[config.mk]
export PLATFORM = sky130hd
export DESIGN_NAME = cell_stats_counter_flat
export DESIGN_NICKNAME = d
export VERILOG_FILES = /design/src/rtl/cell_stats_if.sv /design/src/rtl/cell_stats_counter.sv /design/src/flat_wrapper.sv
export SDC_FILE = /design/constraint.sdc
export NUM_CORES = 1
export LEC_CHECK = 0
export BUFFER_PORTS_ARGS = -buffer_cell sky130_fd_sc_hd__buf_2
export CAP_MARGIN = 0
export CORE_UTILIZATION = 34
export CTS_BUF_LIST = sky130_fd_sc_hd__clkbuf_4 sky130_fd_sc_hd__clkbuf_8
export DETAILED_ROUTE_END_ITERATION = 16
export GPL_TIMING_DRIVEN = 0
export MAX_ROUTING_LAYER = met4
export PLACE_DENSITY = 0.58
export SYNTH_ARGS = -nofsm -noshare
export SYNTH_HDL_FRONTEND = slang
export SYNTH_SLANG_ARGS = --single-unit
[constraint.sdc]
create_clock -name clk -period 2.17 [get_ports clk]
set_input_delay 0.217 -clock clk [delete_from_list [all_inputs] [get_ports clk]]
set_output_delay 0.217 -clock clk [all_outputs]
set_load 0.005 [all_outputs]
[src/rtl/cell_stats_if.sv]
// Board-statistics bus: generation events in, board-RAM read port, display-stage results out.
interface cell_stats_if;
  logic        game_mode;
  logic        step_done;
  logic        clear_gen;
  logic        rd_en;
  logic [11:0] rd_addr;
  logic [1:0]  rd_data;
  logic [12:0] generation;
  logic [7:0]  cell_a;
  logic [7:0]  cell_b;
  logic [15:0] cell_total;
  logic        busy;
  logic        stats_valid;

  // Environment side: board controller, board RAM and display stage
  modport master (
    output game_mode, step_done, clear_gen, rd_data,
    input  rd_en, rd_addr, generation, cell_a, cell_b, cell_total, busy, stats_valid
  );

  // Statistics counter side
  modport slave (
    input  game_mode, step_done, clear_gen, rd_data,
    output rd_en, rd_addr, generation, cell_a, cell_b, cell_total, busy, stats_valid
  );
endinterface

[src/rtl/cell_stats_counter.sv]
// Scans the whole board after every committed generation, counts live cells
// per team and publishes the totals plus a generation count to the display.
module cell_stats_counter #(
  parameter int COLS = 64,
  parameter int ROWS = 48
) (
  input logic         clk,
  input logic         rst,
  cell_stats_if.slave bus
);

  localparam int          N         = COLS * ROWS;
  localparam logic [11:0] LAST_ADDR = 12'(N - 1);

  typedef enum logic [1:0] {
    S_IDLE,
    S_SCAN,
    S_DRAIN,
    S_LATCH
  } state_t;

  state_t      r_state;
  state_t      w_nextState;
  logic [11:0] r_addr;
  logic        r_rdValid;
  logic [15:0] r_accTotal;
  logic [11:0] r_accA;
  logic [11:0] r_accB;
  logic [12:0] r_genCount;
  logic        r_pending;
  logic [12:0] r_generation;
  logic [7:0]  r_cellA;
  logic [7:0]  r_cellB;
  logic [15:0] r_cellTotal;
  logic        r_statsValid;
  logic        w_rdEn;
  logic [11:0] w_rdAddr;
  logic        w_busy;
  logic        w_startScan;
  logic [7:0]  w_satA;
  logic [7:0]  w_satB;

  // State register
  always_ff @(posedge clk) begin
    if (rst) r_state <= S_IDLE;
    else     r_state <= w_nextState;
  end

  // Next state and read-port strobes; a step seen during LATCH chains straight into a new scan
  always_comb begin
    w_nextState = r_state;
    w_rdEn      = 1'b0;
    w_rdAddr    = '0;
    w_busy      = 1'b1;
    case (r_state)
      S_IDLE: begin
        w_busy = 1'b0;
        if (bus.step_done) w_nextState = S_SCAN;
      end
      S_SCAN: begin
        w_rdEn   = 1'b1;
        w_rdAddr = r_addr;
        if (r_addr == LAST_ADDR) w_nextState = S_DRAIN;
      end
      S_DRAIN: w_nextState = S_LATCH;
      S_LATCH: w_nextState = (r_pending || bus.step_done) ? S_SCAN : S_IDLE;
      default: w_nextState = S_IDLE;
    endcase
  end

  assign w_startScan = (w_nextState == S_SCAN) && (r_state != S_SCAN);
  assign w_satA      = (r_accA > 12'd255) ? 8'hFF : r_accA[7:0];
  assign w_satB      = (r_accB > 12'd255) ? 8'hFF : r_accB[7:0];

  // Address counter walks the board; rd_valid marks the cycle the RAM answers
  always_ff @(posedge clk) begin
    if (rst) begin
      r_addr    <= '0;
      r_rdValid <= 1'b0;
    end else begin
      r_rdValid <= w_rdEn;
      if (w_startScan)             r_addr <= '0;
      else if (r_state == S_SCAN)  r_addr <= r_addr + 12'd1;
    end
  end

  // Live-cell accumulators, cleared as a scan begins
  always_ff @(posedge clk) begin
    if (rst || w_startScan) begin
      r_accTotal <= '0;
      r_accA     <= '0;
      r_accB     <= '0;
    end else if (r_rdValid) begin
      if (bus.rd_data != 2'b00) r_accTotal <= r_accTotal + 16'd1;
      if (bus.rd_data == 2'b01) r_accA     <= r_accA + 12'd1;
      if (bus.rd_data == 2'b10) r_accB     <= r_accB + 12'd1;
    end
  end

  // Generation count and pending-rescan flag; clear_gen beats a simultaneous step
  always_ff @(posedge clk) begin
    if (rst) begin
      r_genCount <= '0;
      r_pending  <= 1'b0;
    end else begin
      if (bus.clear_gen)      r_genCount <= '0;
      else if (bus.step_done) r_genCount <= r_genCount + 13'd1;
      if (r_state == S_LATCH)                         r_pending <= 1'b0;
      else if (bus.step_done && r_state != S_IDLE)    r_pending <= 1'b1;
    end
  end

  // Publish registers, loaded together at the end of LATCH with game_mode sampled there
  always_ff @(posedge clk) begin
    if (rst) begin
      r_generation <= '0;
      r_cellA      <= '0;
      r_cellB      <= '0;
      r_cellTotal  <= '0;
      r_statsValid <= 1'b0;
    end else begin
      r_statsValid <= (r_state == S_LATCH);
      if (r_state == S_LATCH) begin
        r_cellTotal  <= r_accTotal;
        r_cellA      <= bus.game_mode ? w_satA : 8'd0;
        r_cellB      <= bus.game_mode ? w_satB : 8'd0;
        r_generation <= bus.clear_gen ? 13'd0 : r_genCount;
      end else if (bus.clear_gen) begin
        r_generation <= '0;
      end
    end
  end

  assign bus.rd_en       = w_rdEn;
  assign bus.rd_addr     = w_rdAddr;
  assign bus.busy        = w_busy;
  assign bus.generation  = r_generation;
  assign bus.cell_a      = r_cellA;
  assign bus.cell_b      = r_cellB;
  assign bus.cell_total  = r_cellTotal;
  assign bus.stats_valid = r_statsValid;

endmodule

[src/flat_wrapper.sv]
// flat-port wrapper written by rule: the top's interface ports become plain ports
module cell_stats_counter_flat 
#(
  parameter int COLS = 64,
  parameter int ROWS = 48
)
  (clk, rst, bus_game_mode, bus_step_done, bus_clear_gen, bus_rd_data, bus_rd_en, bus_rd_addr, bus_generation, bus_cell_a, bus_cell_b, bus_cell_total, bus_busy, bus_stats_valid);
  cell_stats_if bus_i ();
  input logic clk;
  input logic rst;
  input wire logic [$bits(bus_i.game_mode)-1:0] bus_game_mode;
  input wire logic [$bits(bus_i.step_done)-1:0] bus_step_done;
  input wire logic [$bits(bus_i.clear_gen)-1:0] bus_clear_gen;
  input wire logic [$bits(bus_i.rd_data)-1:0] bus_rd_data;
  output wire logic [$bits(bus_i.rd_en)-1:0] bus_rd_en;
  output wire logic [$bits(bus_i.rd_addr)-1:0] bus_rd_addr;
  output wire logic [$bits(bus_i.generation)-1:0] bus_generation;
  output wire logic [$bits(bus_i.cell_a)-1:0] bus_cell_a;
  output wire logic [$bits(bus_i.cell_b)-1:0] bus_cell_b;
  output wire logic [$bits(bus_i.cell_total)-1:0] bus_cell_total;
  output wire logic [$bits(bus_i.busy)-1:0] bus_busy;
  output wire logic [$bits(bus_i.stats_valid)-1:0] bus_stats_valid;
  assign bus_i.game_mode = bus_game_mode;
  assign bus_i.step_done = bus_step_done;
  assign bus_i.clear_gen = bus_clear_gen;
  assign bus_i.rd_data = bus_rd_data;
  assign bus_rd_en = bus_i.rd_en;
  assign bus_rd_addr = bus_i.rd_addr;
  assign bus_generation = bus_i.generation;
  assign bus_cell_a = bus_i.cell_a;
  assign bus_cell_b = bus_i.cell_b;
  assign bus_cell_total = bus_i.cell_total;
  assign bus_busy = bus_i.busy;
  assign bus_stats_valid = bus_i.stats_valid;
  cell_stats_counter #(.COLS(COLS), .ROWS(ROWS)) u_core (.clk(clk), .rst(rst), .bus(bus_i));
endmodule
==> impl_metrics.tcl, run 1 <==
set metrics [dict create \
    status "complete, no violations" \
    finalClockSkew_ns 0.006608 \
    hold_viol_final 0 \
    wire_per_inst_um 12.35 \
    synth_top_family_by_area "simple AND/OR/NAND/NOR gates" \
    gp_congestion 0.7915 \
    die_h_um 119.7 \
    pwr_density_cell_nw_per_um2 797.2 \
    tritoncts "yes" \
    synth_top_flop_cell "dfxtp_1" \
    multi_input_area_sq_um 2225 \
    cts_max_level 4 \
    ys_types 36 \
    fillerInstances 1387 \
    crit_family "buffers and inverters" \
    crit_slowest_cell "dfxtp_1" \
    cts_max_path_buffers 2 \
    finalMaxSlewViolations 0 \
    layout-drive-gt1-share_pct 15.93 \
    syn_area_per_cell_sq_um 8.352 \
    yosysWarnings 0 \
    ys_seq_elements 115 \
    place_hpwl_um 7484 \
    regArea_sq_um 2302 \
    dr.pass1.iters 5 \
    synth_top_area_share_pct 48.87 \
    port-buffer-count 63 \
    vias 3966 \
    start_kind "register" \
    worstSetupEndpointType "output pin" \
    cp_data_arrival_time_ns 1.79 \
    syn_nets 576 \
    synthXorXnorAreaFrac_pct 8.924 \
    area_growth_pct 21.38 \
    synth_edf_count 0 \
    ys_top_cells_by_count "dfxtp_1, nand2_1, nor2_1" \
    dp.cells 803 \
    synth.area.mux_share_pct 1.062 \
    via_per_inst 4.744 \
    worstMarginPinSlew_ns 0.5508 \
    design.die.area_sq_um 14330 \
    core_area_sq_um 13400 \
    syn-cell-area_sq_um 4711 \
    synth_most_common_cell "dfxtp_1" \
    synth_seq_area_share_pct 48.87 \
    route.detailed.drc 0 \
    yosys.area_share.simple_pct 27.12 \
    clk_pin_slew_worst_paths_ns 0.07 \
    final_nets 658 \
    synth_compound_area_share_pct 8.792 \
    rows 42 \
    grt-ovfl-total 0 \
    grtUsageTotal_pct 15.68 \
    cts_buffers 17 \
    root_buffer "clkbuf_8" \
    final_cell_count_no_fill 836 \
    critical-path-max-stage-delay_ns 0.40 \
    crit_chain "nor2b_1 > clkbuf_1 > clkbuf_2 > and2_1 > buf_2" \
    setup_violations 0 \
    grt_pass1_wl_um 17200 \
    fin_crit_sh_pct 92.57 \
    io_pins 67 \
    period_minus_slack_ns 2.009 \
    grt_pass1_vias 3677 \
    die_w_um 119.7 \
    synthAdderAreaFrac_pct 1.328 \
    synth_area_leaders "dfxtp_1, nand2_1, nor2_1, xnor2_1, a21oi_1" \
    drt_iter0_markers 147 \
    relSlewSlack_pct 63.15 \
    async_reset_ff_share_pct 0 \
    synthCells 564 \
    required_ns 1.95 \
    path_class "register to output pin" \
    hold_class "input pin to register" \
    fin_tns_setup_ns 0 \
    worst-path-buf-inv 3 \
    antenna_found_initial 1 \
    cts.sinks 115 \
    drtAntennaViolNets 0 \
    max_freq_mhz 497.8 \
    max_cap_viol_count 0 \
    rsz0062_at_grt "no" \
    start_util_pct 35.15 \
    leakage_nw 2.095 \
    crit_fanout 10 \
    synth_top_area_cell "dfxtp_1" \
    clk_latency_ns 0.43 \
    grt_max_degree 17 \
    ir_drop_v 0.0003567 \
    wl_um 10320 \
]
## routing by layer
layer  routed length (um)  vias up  part of all wire, %  track usage (%)
met5                    0        -                    0                -
met4                   76        0                 0.74            5.625
met3                  545        9                  5.3            5.181
met2                 4947       70                   48            25.14
met1                 4755     1822                   46            18.28
li1                     -     2065                    -                -
## report_power, final
| part | switching (W) | internal [W] | leakage [nW] |
|---|---|---|---|
| clock network | 0.000842 | 0.00148 | 0.239 |
| logic | 0.0000749 | 0.0000361 | 0.928 |
| registers | 0.00000930 | 0.00212 | 0.927 |
| total | 0.000926 | 0.00363 | 2.09 |
## timing repair
action | in CTS | in global routing
setup buffers | 0 | 0
resized for setup | 1 | 0
endpoints found under the setup margin | 2 | 0
hold buffers | 0 | 0
## final cells by class
class,count,area share [%]
inverters,10,0.6565
well taps,176,3.851
clock inverters,10,3.107
clock buffers,22,5.077
diodes,1,0.04376
repair buffers,63,5.514
flip-flops and latches,115,40.26
plain buffers,31,2.582
multi-input cells,408,38.91
## flip-flops by register name, summed over array words and instances, names as in the netlist
register	count
u_core.bus.cell_total	16
u_core.r_accTotal	16
u_core.bus.generation	13
u_core.r_genCount	13
u_core.r_accA	12
u_core.r_accB	12
u_core.r_addr	12
u_core.bus.cell_a	8
u_core.bus.cell_b	8
u_core.r_state	2
u_core.bus.stats_valid	1
u_core.r_pending	1
u_core.r_rdValid	1
## cell usage in the layout (no fill, tap or decap), types with 15 or more instances in the layout
master / instances
dfxtp_1: 115
nand2_1: 96
nor2_1: 74
buf_2: 64
a21oi_1: 45
xnor2_1: 30
o21ai_0: 28
clkbuf_1: 25
clkbuf_8: 21
xor2_1: 18
nor3_1: 15
## kinds of logic after synthesis
kind of cell    Yosys count
compound gates           78
xor+xnor                 48
fa+ha+maj                 5
buf+inv                  41
flops                   115
mux                       5
simple gates            272
## path summary, 6_finish.rpt
check / end / slack [ns] / startpoint / cells after the start
max: bus_rd_addr[3] / 0.16 / u_core.r_state[0] / 5
min: u_core.bus.stats_valid / 0.08 / rst / 2
max reg2reg: u_core.r_accTotal[15] / 0.30 / u_core.r_accTotal[4] / 5
min reg2reg: u_core.bus.cell_b[7] / 0.45 / u_core.bus.cell_b[7] / 2
## through the flow
stage	hold WS, ns	setup slack (ns)	util, %	cell area, sq um	power, W
6_report	0.07938	0.1612	42.67	5718	0.004558
5_1_grt	0.06290	0.006456	42.67	5718	0.004746
4_1_cts	0.06726	0.09104	42.65	5715	0.004627
3_5_place_dp	0.4371	0.3088	39.15	5246	0.002289
3_3_place_gp	0.4334	0.3331	39.15	5246	0.002286
2_1_floorplan	0.3009	0.4546	-	4711	0.002251
Power figures use the tool's default switching activity.
==> run 2, diff against run 1 <==
- CORE_ASPECT_RATIO: unset -> 1.25
- GPL_ROUTABILITY_DRIVEN: unset -> 0
==> impl_metrics.tcl, run 2 (synthesis gave the netlist of run 1 again) <==
set metrics [dict create \
    status "complete, no violations" \
    hold_class "input pin to register" \
    fin_tns_setup_ns 0 \
    wl_met3_um 402 \
    via_per_inst 4.814 \
    area_growth_pct 19.71 \
    leakage_nw 2.056 \
    rows 47 \
    max_freq_mhz 513.1 \
    layout_common_cells "dfxtp_1, nand2_1, nor2_1" \
    grt_pass1_vias 3671 \
    grtUsageTotal_pct 15.60 \
    port-buffer-count 63 \
    tritoncts "yes" \
    dr.pass1.iters 4 \
    worstSetupEndpointType "output pin" \
    antenna_found_initial 0 \
    start_kind "register" \
    worstMarginPinSlew_ns 0.6040 \
    period_minus_slack_ns 1.949 \
    crit_fanout 10 \
    die_w_um 107.3 \
    finalClockSkew_ns 0.01085 \
    hold_viol_final 0 \
    num_antenna_cells 0 \
    fin_crit_sh_pct 89.82 \
    cts_buffers 17 \
    power_w 0.004198 \
    clk_pin_slew_worst_paths_ns 0.07 \
    max_cap_viol_count 0 \
    rsz0062_at_grt "no" \
    drt_iter0_markers 113 \
    layout_commonest_cell "dfxtp_1" \
    cts_max_path_buffers 2 \
    path_class "register to output pin" \
    required_ns 1.95 \
    setup_violations 0 \
    top_layer_used "met4" \
    route.met2.wl_um 5188 \
    wire_per_inst_um 12.33 \
    relSlewSlack_pct 59.73 \
    root_buffer "clkbuf_8" \
    finalMaxSlewViolations 0 \
    layout-drive-gt1-share_pct 15.93 \
    ir_drop_v 0.0004439 \
    final_nets 658 \
    met1_length_um 4449 \
    cts.sinks 115 \
    design.die.area_sq_um 14330 \
    drtAntennaViolNets 0 \
    ff2ff_setup_slack_ns 0.30 \
    die_h_um 133.6 \
    io_pins 67 \
    grt_pass1_wl_um 17110 \
    cp_data_arrival_time_ns 1.73 \
    crit_path_start "u_core.r_state[0]" \
    cts_max_level 4 \
    wl_um 10230 \
    pwr_density_cell_nw_per_um2 744.5 \
    clk_latency_ns 0.43 \
    start_util_pct 35.13 \
    route.detailed.drc 0 \
    grt-ovfl-total 0 \
    place_hpwl_um 7549 \
    min_from "rst" \
    vias 3996 \
    r2r_start "u_core.r_accTotal[3]" \
    core_area_sq_um 13410 \
    grt_max_degree 17 \
]
[run 2: cell types whose count changed in the layout (fill, tap and decap cells not counted)]
cell and delta:
clkinv_4 +6, bufinv_16 -3, clkbuf_8 -3, inv_6 +3
clkinv_2 -2, clkbuf_4 -1, diode_2 -1
[run 2: path summary, 6_finish.rpt]
| check | end | cells past startpoint |
|---|---|---|
| hold / removal | u_core.bus.stats_valid | 2 |
| setup / recovery | bus_rd_addr[8] | 5 |
| hold reg to reg | u_core.bus.cell_b[2] | 2 |
| setup reg to reg | u_core.r_accTotal[15] | 5 |
[run 2: where the power goes]
part	switching (W)	leakage (nW)	internal (W)	total, W
clock network	0.000912	0.201	0.00105	0.00196
logic	0.0000750	0.928	0.0000361	0.000111
registers	0.00000935	0.927	0.00212	0.00213
total	0.000997	2.06	0.00320	0.00420
[run 2: timing repair]
action,in CTS,in global routing
gates resized for setup,0,2
setup buffers,0,0
setup endpoints to repair,0,10
hold buffers,0,0
[run 2: per-layer routing]
metal / GRT usage, % / vias to the layer above
li1: - / 2052
met1: 17.24 / 1858
met2: 26.42 / 64
met3: 4.207 / 22
met4: 6.240 / 0
met5: - / -
[run 2: cell type report]
class                      count  area [sq um]
clock inverter                14         156.4
timing repair buffer          63         315.3
multi-input combinational    408          2225
tap                          171         214.0
sequential                   115          2302
clock buffer                  18         241.5
fill                        1398          7769
buffer                        31         147.6
inverter                      10         37.54
[run 2: critical path, stage by stage, from the launching register on]
cell and delay (ns):
dfxtp_1 0.41, nor2b_1 0.15, clkbuf_2 0.21, clkbuf_1 0.27, and2_1 0.17, buf_2 0.11
[run 2: per-stage QoR]
stage	worst slack, ns	area (sq um)	instances	util, %	hold WS [ns]
global route	0.009080	5639	830	42.06	0.09745
floorplan	0.4546	4711	564	-	0.3009
CTS	0.01795	5638	830	42.05	0.09463
finish	0.2209	5639	830	42.06	0.1130
detailed placement	0.2862	5240	798	39.08	0.4434
global placement	0.3407	5240	798	39.08	0.4327
